## src/rtl/spi_mem_arbiter.sv

```systemverilog
// -----------------------------------------------------------------------------
// spi_mem_arbiter
//
// Shares one single-port SRAM between the SPI slave memory port and the CNN
// engine. It also decodes a 16-word CSR window at the top of SPI address space
// that holds the CNN start, status and cycle-count registers.
//
// Ports
//   clk, rst_n    system clock, asynchronous active-low reset
//   spi_*         SPI slave memory port. spi_mem_en is a 1-cycle strobe that is
//                 qualified by spi_wr_en / spi_rd_en. spi_rd_data is
//                 combinational and valid in the strobe cycle.
//   cnn_*         CNN memory port (req/gnt), plus the cnn_start / cnn_done
//                 pulses to and from the CNN core.
//   mem_*         SRAM port. Writes happen on posedge clk; reads are
//                 asynchronous.
//   dbg_state     current control FSM state (0 IDLE, 1 RUN, 2 DONE)
//
// Handshake: the CNN holds cnn_req, with cnn_we/cnn_addr/cnn_wdata stable,
// until it sees cnn_gnt high. The SRAM access happens in the cycle where
// cnn_req and cnn_gnt are both high. For a read, cnn_rvalid pulses on the
// next cycle, and cnn_rdata keeps that value until the next granted read.
// SPI SRAM accesses win outright for their cycle. CSR accesses leave the
// SRAM free for the CNN.
// -----------------------------------------------------------------------------
module spi_mem_arbiter #(
   parameter int              DW       = 16,
   parameter int              AW       = 15,
   parameter logic [AW-1:0]   CSR_BASE = 15'h7FF0
) (
   input  logic          clk,
   input  logic          rst_n,
   input  logic          spi_mem_en,
   input  logic          spi_wr_en,
   input  logic          spi_rd_en,
   input  logic [DW-1:0] spi_addr,
   input  logic [DW-1:0] spi_wr_data,
   output logic [DW-1:0] spi_rd_data,
   input  logic          cnn_req,
   input  logic          cnn_we,
   input  logic [AW-1:0] cnn_addr,
   input  logic [DW-1:0] cnn_wdata,
   output logic          cnn_gnt,
   output logic          cnn_rvalid,
   output logic [DW-1:0] cnn_rdata,
   output logic          cnn_start,
   input  logic          cnn_done,
   output logic          mem_ce,
   output logic          mem_we,
   output logic [AW-1:0] mem_addr,
   output logic [DW-1:0] mem_wdata,
   input  logic [DW-1:0] mem_rdata,
   output logic [1:0]    dbg_state
);

   typedef enum logic [1:0] {
      ST_IDLE = 2'd0,
      ST_RUN  = 2'd1,
      ST_DONE = 2'd2
   } state_t;

   state_t        state, state_nxt;
   logic          start_go;      // accept a start request this cycle
   logic          done_set;      // RUN finishes this cycle
   logic          busy;
   logic          cnt_en;
   logic          done_sticky;
   logic [DW-1:0] cycle_cnt;

   // ---------------------------------------------------------------------------
   // Address decode
   // ---------------------------------------------------------------------------
   logic          spi_hit, csr_hit;
   logic [AW-1:0] csr_diff;
   logic [3:0]    csr_off;
   logic          start_wr;
   logic [DW-1:0] csr_rdata;

   // The W/R flag in spi_addr[DW-1] and the high bits of the window offset are
   // never used for decoding.
   logic          unused_bits;
   assign unused_bits = ^{spi_addr[DW-1:AW], csr_diff[AW-1:4]};

   assign spi_hit  = spi_mem_en & (spi_wr_en | spi_rd_en);
   assign csr_hit  = spi_hit & (spi_addr[AW-1:0] >= CSR_BASE);
   assign csr_diff = spi_addr[AW-1:0] - CSR_BASE;
   assign csr_off  = csr_diff[3:0];
   assign start_wr = csr_hit & spi_wr_en & (csr_off == 4'd0) & spi_wr_data[0];

   always_comb begin
      csr_rdata = '0;
      case (csr_off)
         4'd1:    csr_rdata = {{(DW-2){1'b0}}, done_sticky, busy};
         4'd2:    csr_rdata = cycle_cnt;
         default: csr_rdata = '0;   // CTRL reads as 0, as do the spare words
      endcase
   end

   // ---------------------------------------------------------------------------
   // SRAM arbitration. SPI SRAM hits win; otherwise a pending CNN request is
   // granted.
   // ---------------------------------------------------------------------------
   always_comb begin
      mem_ce    = 1'b0;
      mem_we    = 1'b0;
      mem_addr  = '0;
      mem_wdata = '0;
      cnn_gnt   = 1'b0;
      if (spi_hit && !csr_hit) begin
         mem_ce    = 1'b1;
         mem_we    = spi_wr_en;
         mem_addr  = spi_addr[AW-1:0];
         mem_wdata = spi_wr_data;
      end else if (cnn_req) begin
         mem_ce    = 1'b1;
         mem_we    = cnn_we;
         mem_addr  = cnn_addr;
         mem_wdata = cnn_wdata;
         cnn_gnt   = 1'b1;
      end
   end

   always_comb begin
      spi_rd_data = '0;
      if (spi_hit) spi_rd_data = csr_hit ? csr_rdata : mem_rdata;
   end

   always_ff @(posedge clk or negedge rst_n) begin
      if (!rst_n) begin
         cnn_rvalid <= 1'b0;
         cnn_rdata  <= '0;
      end else begin
         cnn_rvalid <= cnn_gnt & ~cnn_we;
         if (cnn_gnt && !cnn_we) cnn_rdata <= mem_rdata;
      end
   end

   // ---------------------------------------------------------------------------
   // Control FSM: state register
   // ---------------------------------------------------------------------------
   always_ff @(posedge clk or negedge rst_n) begin
      if (!rst_n) state <= ST_IDLE;
      else        state <= state_nxt;
   end

   // Control FSM: next state. In RUN, start writes are ignored, so when a start
   // and cnn_done arrive together, done takes effect and the start is dropped.
   always_comb begin
      state_nxt = state;
      start_go  = 1'b0;
      done_set  = 1'b0;
      case (state)
         ST_IDLE, ST_DONE: begin
            if (start_wr) begin
               state_nxt = ST_RUN;
               start_go  = 1'b1;
            end
         end
         ST_RUN: begin
            if (cnn_done) begin
               state_nxt = ST_DONE;
               done_set  = 1'b1;
            end
         end
         default: state_nxt = ST_IDLE;
      endcase
   end

   // Control FSM: outputs. The counter does not increment in the cycle where
   // cnn_done arrives, which keeps the final count frozen at that point.
   always_comb begin
      busy      = (state == ST_RUN);
      cnt_en    = (state == ST_RUN) & ~cnn_done;
      dbg_state = state;
   end

   // Start pulse, sticky done flag and saturating cycle counter
   always_ff @(posedge clk or negedge rst_n) begin
      if (!rst_n) begin
         cnn_start   <= 1'b0;
         done_sticky <= 1'b0;
         cycle_cnt   <= '0;
      end else begin
         cnn_start <= start_go;
         if (start_go)      done_sticky <= 1'b0;
         else if (done_set) done_sticky <= 1'b1;
         if (start_go)
            cycle_cnt <= '0;
         else if (cnt_en && (cycle_cnt != {DW{1'b1}}))
            cycle_cnt <= cycle_cnt + 1'b1;
      end
   end

endmodule
```

## config.mk

```make
export PLATFORM = sky130hd
export DESIGN_NAME = spi_mem_arbiter
export DESIGN_NICKNAME = d
export VERILOG_FILES = /design/src/rtl/spi_mem_arbiter.sv
export SDC_FILE = /design/constraint.sdc
export NUM_CORES = 1
export LEC_CHECK = 0
export BUFFER_PORTS_ARGS = -buffer_cell sky130_fd_sc_hd__buf_2
export CAP_MARGIN = 20
export CORE_MARGIN = 8
export CORE_UTILIZATION = 39
export DETAILED_ROUTE_END_ITERATION = 8
export PLACE_DENSITY = 0.75
export SLEW_MARGIN = 20
export SYNTH_ARGS = -nofsm -noshare
export SYNTH_HDL_FRONTEND = slang
export SYNTH_SLANG_ARGS = --single-unit
```

## constraint.sdc

```tcl
create_clock -name clk -period 1.85 [get_ports clk]
set_clock_uncertainty 0.15 [all_clocks]
set_input_delay 0.0925 -clock clk [delete_from_list [all_inputs] [get_ports clk]]
set_output_delay 0.0925 -clock clk [all_outputs]
set_load 0.01 [all_outputs]
```

==> flow_summary.ini <==
[clock_tree]
numCtsBuffers = 5
clock_sinks = 37
insertion_delay_ps = 290
cts_htree_levels = 2
clock_path_buffers = 2
cts_root_buffer = clkbuf_8
cts_tree = built
clkTransAtPathRegs_ps = 70

[logic_synthesis]
syn_nets = 379
synth-seq-cells = 37
synth_ff_type = dfrtp_1
yosysSeqAreaShare_pct = 36.47
async_reset_ff_share_pct = 100.0
synth_top_area_share_pct = 36.47
synth.avg_cell_area_um2 = 8.724
synth.distinct_cells = 39
yosysTopAreaCell = dfrtp_1
synth_edf_count = 0
synthTopCellsByArea = dfrtp_1, mux2i_1, mux2_2
syn_area_um2 = 2539
syn_inst = 291
yosysWarnings = 0

[drt]
vias_per_cell = 5.276
routed_wl_um = 9788
detail-route-antenna-nets = 0
via_count = 3039
remaining_drc_errors = 0
wl_per_cell_um = 16.99
first_pass_iters = 4
drt_iter0_drc = 162

[final_layout]
antennaDiodeCount = 0
nFillCells = 507
final_common_cell = buf_2
final_cell_area_um2 = 4133
final_layout_size_suffix_gt1_share_pct = 50.70
final_cell_mix = buf_2, nand2_1, inv_1, dfrtp_1, buf_4
area_growth_pct = 62.79
fin_nets = 586

[place]
numPortBuffers = 155
placed_cell_area_um2 = 3712
gp_congestion = 0.8247
hpwl_um = 7235

[global_route]
track_usage_pct = 19.26
antenna_found_initial = 0
grt_max_degree = 39
grt_first_pass_wirelength_um = 15330
grt_pass1_vias = 3053
grt.overflow.total = 0

[pwr]
pwr-share-comb_pct = 29.9
ir_drop_mv = 0.4159
switching_share_pct = 29.49
clkPwrFrac_pct = 28.5
p_leak_uw = 0.002201
p_int_uw = 1542
total_power_uw = 2187
p_switching_uw = 645.1
sequentialPowerShare_pct = 41.6
powerDensity_nw_per_um2 = 529.2

[setup_path]
cp_cell_sequence = buf_6 > nor4bb_4 > a31oi_1 > or4_1 > a21oi_2 > buf_2
cp-start-kind = flop
critical_path_class = flop to output pin
critPathCaptureType = output pin
cp_slowest_stage_delay_ps = 420
critPathMaxFanout = 6
path_delay_family = simple AND/OR/NAND/NOR gates
cp_slowest_cell = or4_1
path_buf_inv = 2
cp.arrival_ps = 1850
required_ps = 1610

[sta]
rsz0062_at_grt = true
max_slew_margin_pct = 44.43
fin_ws_ps = -239.7
fin_crit_sh_pct = 113.0
period_needed_ps = 2090
worst_pin_slew_ps = 833.5
hold_viol = 0
holdWs_ps = 66.65
slew_viol_final = 0
setup_viol = 9
max_freq_mhz = 478.5

[die]
die_area_um2 = 9347
start_util_pct = 40.21
core_um2 = 6314
rows = 29
dieWidth_um = 96.68
die-height_um = 96.68
top_level_ports = 157

[outcome]
violations = setup timing
status = finished with violations

[hold_path]
hold_path.class = input pin to flop

[job]
cap_violations = 0
==> tightest hold or removal path: stages <==
cell     delay [ps]
buf_2           110
buf_4           130
nand2_1          80
o21ai_0          70
==> cells in the mapped netlist, types with 2 or more instances <==
cell	count
or2_2	2
nor3_1	2
and3_1	2
clkbuf_1	10
o21ai_0	9
mux2i_1	32
or3_1	5
mux2_2	16
dfrtp_1	37
o21ai_1	2
and4_1	2
a31oi_1	2
a211oi_1	2
nor2_1	2
a22o_1	14
nor2b_1	2
nand2_1	41
buf_2	4
or4_1	10
inv_1	35
nand3_1	8
a21oi_1	16
o31ai_1	9
nor4_1	2
nand3b_1	2
nand4_1	10
==> power groups by stage <==
stage               sequential (uW)  clock [uW]  combinational [uW]
detailed placement              923           0                 624
global route                    915         662                 711
CTS                             907         633                 655
finish                          909         624                 654
global placement                917           0                 609
floorplan                       957           0                 254
==> metal layers <==
| metal | vias to the layer above | wire length [um] | GRT usage, % |
|---|---|---|---|
| met1 | 1447 | 3834 | 22.00 |
| met3 | 27 | 536 | 4.267 |
| met4 | 0 | 282 | 7.574 |
| met5 | - | 0 | 0 |
| met2 | 104 | 5133 | 33.85 |
| li1 | 1461 | - | - |
==> state kept, by name, summed over array words and instances (netlist names) <==
register,flops
cycle_cnt,16
cnn_rdata,16
dbg_state,2
cnn_start,1
cnn_rvalid,1
done_sticky,1
==> per-stage QoR <==
step / TNS [ps] / std cells / utilization, % / setup WS [ps]
2_1_floorplan: -469.9 / 291 / - / -196.4
3_3_place_gp: -297.0 / 547 / 58.80 / -152.4
3_5_place_dp: -395.7 / 547 / 58.80 / -165.5
4_1_cts: -619.2 / 573 / 63.44 / -231.6
5_1_grt: -2204 / 576 / 65.46 / -339.9
6_report: -967.5 / 576 / 65.46 / -239.7
==> worst paths after layout <==
kind,from,endpoint,slack (ps),depth (start not counted)
worst min-delay path,cnn_done,dbg_state[1],70,4
min in group asynchronous,rst_n,cnn_rdata[7],290,2
worst min register to register,cnn_rdata[1],cnn_rdata[1],350,1
max in group asynchronous,rst_n,dbg_state[1],680,2
worst max register to register,dbg_state[1],cycle_cnt[15],-230,4
worst max-delay path,dbg_state[1],spi_rd_data[0],-240,6
==> cell families (layout without fill, tap and decap cells) <==
family / count (synthesis) / count (layout) / share of synthesized area [%]
adder cells (fa/ha/maj): 1 / 1 / 0.4928
flip-flops: 37 / 37 / 36.47
AND/OR/NAND/NOR: 98 / 98 / 21.00
AO/OA/AOI/OAI: 56 / 56 / 14.44
multiplexers: 48 / 48 / 19.71
buffers and inverters: 51 / 259 / 7.886
==> cell type report <==
| cell class | instances | area (um^2) | share of cell area, % |
|---|---|---|---|
| clock buffer | 7 | 96.34 | 2.331 |
| clock inverter | 1 | 5.005 | 0.1211 |
| inverter | 35 | 131.4 | 3.179 |
| multi-input combinational | 203 | 1536 | 37.18 |
| sequential | 37 | 928.4 | 22.46 |
| tap | 77 | 96.34 | 2.331 |
| timing repair buffer | 216 | 1339 | 32.39 |
==> repair_timing <==
action / 4_1_cts / 5_1_grt
endpoints found under the setup margin: 12 / 29
buffers inserted: 1 / 1
hold buffers: 17 / 0
resized for setup: 4 / 33
gates cloned: 0 / 2
pin swaps: 4 / 4
endpoints found under the hold margin: 53 / 0
No activity file was read; power rests on OpenSTA's default activity.
